$ cat src/rtl/uart_xcvr_if.sv
// uart_xcvr_if: parallel-side handshake bundle of the UART transceiver
// master: user logic (drives tx_data/tx_valid, consumes RX results)
// slave:  uart_xcvr (drives tx_ready and the registered RX outputs)
// tx_data/tx_valid/tx_ready   transmit byte and valid/ready handshake
// rx_data/rx_valid            received payload and its one-clk strobe
// rx_frame_err/rx_parity_err  frame status, held until the next rx_valid
interface uart_xcvr_if #(
    parameter int DATA_BITS = 8
);
    logic [DATA_BITS-1:0] tx_data;
    logic                 tx_valid;
    logic                 tx_ready;
    logic [DATA_BITS-1:0] rx_data;
    logic                 rx_valid;
    logic                 rx_frame_err;
    logic                 rx_parity_err;
    modport master (
        output tx_data, tx_valid,
        input  tx_ready, rx_data, rx_valid, rx_frame_err, rx_parity_err
    );
    modport slave (
        input  tx_data, tx_valid,
        output tx_ready, rx_data, rx_valid, rx_frame_err, rx_parity_err
    );
endinterface

$ cat src/rtl/uart_xcvr.sv
// uart_xcvr: full-duplex UART transmitter/receiver sharing one oversampling baud tick
// clk  system clock, all state on its rising edge
// rst  asynchronous active-high reset
// bus  uart_xcvr_if.slave: tx_data/tx_valid/tx_ready, rx_data/rx_valid/rx_frame_err/rx_parity_err
// tx   serial output, idle high
// rx   serial input, asynchronous to clk
// Define UART_PARITY_EN to add a parity bit (even, or odd when PARITY_ODD=1) to both directions.
module uart_xcvr #(
    parameter int CLK_FREQ   = 100_000_000,
    parameter int BAUD       = 9600,
    parameter int DATA_BITS  = 8,
    parameter int STOP_BITS  = 1,
    parameter int OVERSAMPLE = 16,
    parameter int PARITY_ODD = 0
) (
    input  logic       clk,
    input  logic       rst,
    uart_xcvr_if.slave bus,
    output logic       tx,
    input  logic       rx
);
    localparam int DIV = CLK_FREQ / (BAUD * OVERSAMPLE);
    localparam int DW  = DIV > 1 ? $clog2(DIV) : 1;
    localparam int OW  = $clog2(OVERSAMPLE);
    localparam int BW  = $clog2(DATA_BITS + 1);
    localparam logic [OW-1:0] OS_LAST = OW'(OVERSAMPLE - 1);
    localparam logic [OW-1:0] OS_MID  = OW'(OVERSAMPLE / 2 - 1);
    localparam logic [BW-1:0] DB_LAST = BW'(DATA_BITS - 1);
    localparam logic [BW-1:0] SB_LAST = BW'(STOP_BITS - 1);
    localparam logic          ODD     = 1'(PARITY_ODD);
`ifdef UART_PARITY_EN
    localparam logic PAR_EN = 1'b1;
`else
    localparam logic PAR_EN = 1'b0;
`endif
    typedef enum logic [2:0] {TX_IDLE, TX_START, TX_DATA, TX_PARITY, TX_STOP} tx_state_t;
    typedef enum logic [2:0] {RX_IDLE, RX_START, RX_DATA, RX_PARITY, RX_STOP, RX_BREAK} rx_state_t;
    logic [DW-1:0] div_cnt;
    logic          tick;
    logic          run;
    assign tick = div_cnt == DW'(DIV - 1);
    always_ff @(posedge clk or posedge rst) begin
        if (rst) begin
            div_cnt <= '0;
            run     <= 1'b0;
        end else begin
            div_cnt <= tick ? '0 : div_cnt + 1'b1;
            run     <= 1'b1;
        end
    end
    tx_state_t            tx_state, tx_state_d;
    logic [OW-1:0]        tx_os, tx_os_d;
    logic [BW-1:0]        tx_bit, tx_bit_d;
    logic [DATA_BITS-1:0] tx_shift, tx_shift_d;
    logic                 tx_par, tx_par_d;
    logic                 tx_end;
    // tx_end marks the last tick of the bit currently on the line
    assign tx_end       = tick && tx_os == OS_LAST;
    // run keeps tx_ready low throughout reset and raises it on the first clock after
    assign bus.tx_ready = run && tx_state == TX_IDLE;
    assign tx = tx_state == TX_START  ? 1'b0 :
                tx_state == TX_DATA   ? tx_shift[0] :
                tx_state == TX_PARITY ? tx_par : 1'b1;
    always_ff @(posedge clk or posedge rst) begin
        if (rst) begin
            tx_state <= TX_IDLE;
            tx_os    <= '0;
            tx_bit   <= '0;
            tx_shift <= '0;
            tx_par   <= 1'b0;
        end else begin
            tx_state <= tx_state_d;
            tx_os    <= tx_os_d;
            tx_bit   <= tx_bit_d;
            tx_shift <= tx_shift_d;
            tx_par   <= tx_par_d;
        end
    end
    always_comb begin
        tx_state_d = tx_state;
        tx_os_d    = (tx_state == TX_IDLE || tx_end) ? '0 : tick ? tx_os + 1'b1 : tx_os;
        tx_bit_d   = tx_bit;
        tx_shift_d = tx_shift;
        tx_par_d   = tx_par;
        case (tx_state)
            TX_IDLE: if (bus.tx_valid && bus.tx_ready) begin
                tx_state_d = TX_START;
                tx_shift_d = bus.tx_data;
                tx_par_d   = ^bus.tx_data ^ ODD;
            end
            TX_START: if (tx_end) tx_state_d = TX_DATA;
            TX_DATA: if (tx_end) begin
                tx_shift_d = tx_shift >> 1;
                tx_bit_d   = tx_bit == DB_LAST ? '0 : tx_bit + 1'b1;
                if (tx_bit == DB_LAST) tx_state_d = PAR_EN ? TX_PARITY : TX_STOP;
            end
            TX_PARITY: if (tx_end) tx_state_d = TX_STOP;
            TX_STOP: if (tx_end) begin
                tx_bit_d = tx_bit == SB_LAST ? '0 : tx_bit + 1'b1;
                if (tx_bit == SB_LAST) tx_state_d = TX_IDLE;
            end
            default: tx_state_d = TX_IDLE;
        endcase
    end
    logic                 rx_s1, rx_s2;
    rx_state_t            rx_state, rx_state_d;
    logic [OW-1:0]        rx_os, rx_os_d;
    logic [BW-1:0]        rx_bit, rx_bit_d;
    logic [DATA_BITS-1:0] rx_shift, rx_shift_d;
    logic                 rx_par, rx_par_d;
    logic [DATA_BITS-1:0] rx_data_d;
    logic                 rx_valid_d, rx_ferr_d, rx_perr_d;
    logic                 rx_mid, rx_end;
    // START counts to the start-bit middle; every later bit is sampled one full bit after that
    assign rx_mid = tick && rx_os == OS_MID;
    assign rx_end = tick && rx_os == OS_LAST;
    always_ff @(posedge clk or posedge rst) begin
        if (rst) begin
            {rx_s2, rx_s1}    <= 2'b11;
            rx_state          <= RX_IDLE;
            rx_os             <= '0;
            rx_bit            <= '0;
            rx_shift          <= '0;
            rx_par            <= 1'b0;
            bus.rx_data       <= '0;
            bus.rx_valid      <= 1'b0;
            bus.rx_frame_err  <= 1'b0;
            bus.rx_parity_err <= 1'b0;
        end else begin
            {rx_s2, rx_s1}    <= {rx_s1, rx};
            rx_state          <= rx_state_d;
            rx_os             <= rx_os_d;
            rx_bit            <= rx_bit_d;
            rx_shift          <= rx_shift_d;
            rx_par            <= rx_par_d;
            bus.rx_data       <= rx_data_d;
            bus.rx_valid      <= rx_valid_d;
            bus.rx_frame_err  <= rx_ferr_d;
            bus.rx_parity_err <= rx_perr_d;
        end
    end
    always_comb begin
        rx_state_d = rx_state;
        rx_os_d    = tick ? rx_os + 1'b1 : rx_os;
        rx_bit_d   = rx_bit;
        rx_shift_d = rx_shift;
        rx_par_d   = rx_par;
        rx_data_d  = bus.rx_data;
        rx_valid_d = 1'b0;
        rx_ferr_d  = bus.rx_frame_err;
        rx_perr_d  = bus.rx_parity_err;
        case (rx_state)
            RX_IDLE: begin
                rx_os_d = '0;
                if (!rx_s2) rx_state_d = RX_START;
            end
            RX_START: if (rx_mid) begin
                rx_os_d    = '0;
                rx_state_d = rx_s2 ? RX_IDLE : RX_DATA;
            end
            RX_DATA: if (rx_end) begin
                rx_os_d    = '0;
                rx_shift_d = {rx_s2, rx_shift[DATA_BITS-1:1]};
                rx_bit_d   = rx_bit == DB_LAST ? '0 : rx_bit + 1'b1;
                if (rx_bit == DB_LAST) rx_state_d = PAR_EN ? RX_PARITY : RX_STOP;
            end
            RX_PARITY: if (rx_end) begin
                rx_os_d    = '0;
                rx_par_d   = rx_s2;
                rx_state_d = RX_STOP;
            end
            RX_STOP: if (rx_end) begin
                rx_os_d    = '0;
                rx_data_d  = rx_shift;
                rx_valid_d = 1'b1;
                rx_ferr_d  = !rx_s2;
                rx_perr_d  = PAR_EN && (rx_par != (^rx_shift ^ ODD));
                rx_state_d = rx_s2 ? RX_IDLE : RX_BREAK;
            end
            RX_BREAK: begin
                rx_os_d = '0;
                if (rx_s2) rx_state_d = RX_IDLE;
            end
            default: rx_state_d = RX_IDLE;
        endcase
    end
endmodule
$ cat src/flat_wrapper.sv
// flat-port wrapper written by rule: the top's interface ports become plain ports
module uart_xcvr_flat 
#(
    parameter int CLK_FREQ   = 100_000_000,
    parameter int BAUD       = 9600,
    parameter int DATA_BITS  = 8,
    parameter int STOP_BITS  = 1,
    parameter int OVERSAMPLE = 16,
    parameter int PARITY_ODD = 0
)
  (clk, rst, tx, rx, bus_tx_data, bus_tx_valid, bus_tx_ready, bus_rx_data, bus_rx_valid, bus_rx_frame_err, bus_rx_parity_err);
  uart_xcvr_if #(.DATA_BITS(DATA_BITS)) bus_i ();
  input  logic clk;
  input  logic rst;
  output logic tx;
  input  logic rx;
  input wire logic [$bits(bus_i.tx_data)-1:0] bus_tx_data;
  input wire logic [$bits(bus_i.tx_valid)-1:0] bus_tx_valid;
  output wire logic [$bits(bus_i.tx_ready)-1:0] bus_tx_ready;
  output wire logic [$bits(bus_i.rx_data)-1:0] bus_rx_data;
  output wire logic [$bits(bus_i.rx_valid)-1:0] bus_rx_valid;
  output wire logic [$bits(bus_i.rx_frame_err)-1:0] bus_rx_frame_err;
  output wire logic [$bits(bus_i.rx_parity_err)-1:0] bus_rx_parity_err;
  assign bus_i.tx_data = bus_tx_data;
  assign bus_i.tx_valid = bus_tx_valid;
  assign bus_tx_ready = bus_i.tx_ready;
  assign bus_rx_data = bus_i.rx_data;
  assign bus_rx_valid = bus_i.rx_valid;
  assign bus_rx_frame_err = bus_i.rx_frame_err;
  assign bus_rx_parity_err = bus_i.rx_parity_err;
  uart_xcvr #(.CLK_FREQ(CLK_FREQ), .BAUD(BAUD), .DATA_BITS(DATA_BITS), .STOP_BITS(STOP_BITS), .OVERSAMPLE(OVERSAMPLE), .PARITY_ODD(PARITY_ODD)) u_core (.clk(clk), .rst(rst), .bus(bus_i), .tx(tx), .rx(rx));
endmodule
$ cat config.mk
export PLATFORM = sky130hd
export DESIGN_NAME = uart_xcvr_flat
export DESIGN_NICKNAME = d
export VERILOG_FILES = /design/src/rtl/uart_xcvr_if.sv /design/src/rtl/uart_xcvr.sv /design/src/flat_wrapper.sv
export SDC_FILE = /design/constraint.sdc
export NUM_CORES = 1
export LEC_CHECK = 0
export ABC_CLOCK_PERIOD_IN_PS = 3110
export CAP_MARGIN = 40
export CORE_ASPECT_RATIO = 0.6
export CORE_UTILIZATION = 60
export DETAILED_ROUTE_END_ITERATION = 12
export HOLD_SLACK_MARGIN = 0.08
export PLACE_DENSITY = 0.79
export RECOVER_POWER = 100
export REMOVE_ABC_BUFFERS = 1
export SYNTH_ARGS = -nofsm -noshare
export SYNTH_HDL_FRONTEND = slang
export SYNTH_SLANG_ARGS = --single-unit
$ cat constraint.sdc
create_clock -name clk -period 3.11 [get_ports clk]
set_input_delay 0.311 -clock clk [delete_from_list [all_inputs] [get_ports clk]]
set_output_delay 0.311 -clock clk [all_outputs]
set_load 0.005 [all_outputs]
==> impl_results.md <==
- Run status: finished clean
- Wl on met1: ~2.7 mm
- Hpwl dp: 3.77 mm
- Crit Path Class: reg -> reg
- Hold Path End: u_core.rx_s2
- Clock slew at reported path FFs: ~0.08 ns
- Min-Delay Path Class: reg -> reg
- CTS max path bufs: 2
- I/O pin total: 25
- Final Setup Violations: 0
- Peak VDD IR: 0.000352 V
- CP max FO: 10
- Worst Setup Start Kind: flop
- Layout Skew: between 0.01 and 0.015 ns
- Dpl ws: roughly 0.68 ns
- Total gr overflow: 0
- Switch share: 23.8%
- Initial antenna violation count: 0
- Post-CTS setup buffers: 0
- Core Rows: 19
- WL per Instance: 15.4 um
- WP data required: 3.34 ns
- Cells resized by post-CTS repair: 0
- Min-delay src: u_core.rx_s1
- First-pass iteration count of the detailed router: 4
- Synth cell types: 50
- Layout cells sized above 1: ~20%
- Ys Warns: 0
- P_leak: 1.67 nW
- Area share of the largest cell type after synthesis: around half
- Final Hold Vio Count: 0
- Slew Limit Fails: 0
- Clock Latency Late Sink: 0.35 ns
- Power per cell area: 520 nW/um^2
- Aggregate global-route resource usage: 22.8%
- Hold path depth: 0
- Synth Area in Adders: under 10%
- Clock root cell: clkbuf_8
- Layout area overhead: 15.4%
- Vias in the first global route: about 1.9k
- Commonest non-fill, non-tap cell in the layout: dfrtp_1
- Asr flop ratio synth: 100%
- Starting Density: about two thirds
- Clk network pwr share: 43.5%
- P_int: 1.41 mW
- Synth Area in Compound Gates: under 10%
- Synth area leaders: dfrtp_1, mux2_2, xnor2_1
- Mapped Area: 3080 sq um
- Antenna-violating nets left: 0
- Fin crit period: 2.62 ns
- Setup_tns: 0 ns
- Largest net degree at the start of global routing: 63
- Via Count: ~2.0k
- Port Buffers: 23
- Most frequent cells in the layout: dfrtp_1, mux2_2, nor2_1
- Sink Count: 62
- Slew of the pin with the lowest slew margin: 1.47 ns
- Switch Pwr: 441 uW
- Mux cell area share after synthesis: 13.7%
- Max-slew headroom: ~2.3%
- Combinational group share of total power: 7.5%
- Worst flop-to-flop path endpoint: u_core.rx_shift[6]
- Cells after DPL: between 300 and 400
- Post-synth EDFFs: 0
- Mean Syn Cell Area: approximately 12 sq um
- Main combinational cell family by area after synthesis: simple AND/OR/NAND/NOR gates
- CTS HTree Levels: 3
- Period Utilization, post-route: 84.1%
- RSZ-0062 raised after global routing: false
- Post-CTS Hold Fix Bufs: 0
- Vias per cell: roughly 5.7
- Seq cells post-synth: 62
- Die area: 5440 sq um
- Fmax: 382 MHz
- GP Congestion: approximately 0.89
- Predominant post-synthesis flop cell: dfrtp_1
- Max-cap violation count: 0
- Leading area contributor after synthesis: dfrtp_1
- Routed WL: 5.50 mm
- Final Non-Filler Cells: about 360
- DRC violation count after routing: 0
- Die Y: 57.5 um
- DR iter-0 viols: 97
- Data arrival, critical path: 2.85 ns
- R2r startpoint: u_core.div_cnt[0]
- Setup ws final: 0.495 ns
- Worst setup EP type: flop
- XOR/XNOR Fraction of Synth Area: 6.25%
- Cts bufs inserted: 9
- Core Area: 4750 sq um
- Width of the die: 94.5 um
- Antenna Cells: 0
- Final hold slack: 0.357 ns
- Reg2reg setup slack: 0.49 ns
- Final layout net count: 308
- CTS tree: done
- R2r worst-path depth: 7
- Seq/Total Area, Yosys: 50.4%
- Metal2 WL: 2.52 mm
- Reg power frac: 48.9%
- Total power draw: ~1.8 mW
- Uppermost routed layer: met4
- First-pass GRT wire length: 9.25 mm
- Synth Area in Simple Gates: 14.7%
- Syn Inst Count: 265
- Metal3 WL: 284 um
- Fill count: 330
## final cells by class
class	instances	area, sq um	area share, %
Sequential cell	62	1550	43.7
Multi-Input combinational cell	179	1410	39.6
Timing Repair Buffer	26	246	6.93
Clock buffer	9	124	3.48
Clock inverter	7	103	2.89
Tap cell	63	78.8	2.22
Inverter	11	41.3	1.16
## how the worst max path moves through the flow
stage | slack, ns | endpoint | startpoint
after CTS | 0.66 | u_core.rx_shift[6] | u_core.div_cnt[0]
final | 0.49 | u_core.rx_shift[6] | u_core.div_cnt[0]
after floorplan | 0.80 | u_core.tx_shift[1] | u_core.div_cnt[0]
after global placement | 0.75 | u_core.rx_shift[2] | u_core.div_cnt[0]
after global routing | 0.33 | u_core.rx_bit[1] | u_core.div_cnt[0]
after detailed placement | 0.68 | u_core.rx_shift[0] | u_core.div_cnt[0]
## per-stage QoR
stage	utilization (%)	area, sq um
4_1_cts	75.3	3580
2_1_floorplan	-	3010
6_report	74.8	3560
3_5_place_dp	70.5	3350
5_1_grt	74.8	3560
3_3_place_gp	70.5	3350
## synth_stat cells, drive strengths merged (3+ instances only)
master,number
and3,8
inv,11
mux2i,5
nand2,6
buf,7
xor2,10
or3b,4
a21oi,12
nor2b,4
nor3b,3
dfrtp,60
mux2,33
ha,7
nand4,7
o21ai,9
nand3,7
clkbuf,6
xnor2,12
nor2,19
## power by group through the flow
| stage | clock network (mW) | logic (mW) | registers [mW] |
|---|---|---|---|
| final | 0.805 | 0.139 | 0.905 |
| after global placement | 0 | 0.141 | 0.918 |
| after floorplan | 0 | 0.102 | 0.908 |
| after global routing | 0.858 | 0.156 | 0.913 |
| after CTS | 0.822 | 0.147 | 0.905 |
| after detailed placement | 0 | 0.147 | 0.920 |
## sequential cells by signal (all words and copies together) (netlist names), 4 cells and up
name	flops
u_core.bus.rx_data	8
u_core.div_cnt	10
u_core.rx_bit	4
u_core.rx_os	4
u_core.rx_shift	8
u_core.tx_bit	4
u_core.tx_os	4
u_core.tx_shift	8
## critical path, stage by stage (launching register included)
cell and delay (ns):
dfrtp_1 0.43, inv_1 0.08, ha_1 0.13, and4bb_1 0.31
clkbuf_1 0.30, nand4_1 0.28, or3_1 0.63, mux2_2 0.35
## cells by family after synthesis
kind of cell               count (synthesis)
AOI/OAI and AO/OA                         36
xor gates and xnor gates                  22
adders and majority gates                  7
buffers and inverters                     24
DFF                                       62
muxes                                     38
other                                      2
and+or+nand+nor                           74
## layer usage
layer	up-vias	track usage (%)
met5	-	0
met1	1006	33.0
met4	0	4.55
met2	50	32.7
met3	2	9.20
li1	991	-
No activity file was read; power rests on OpenSTA's default activity.
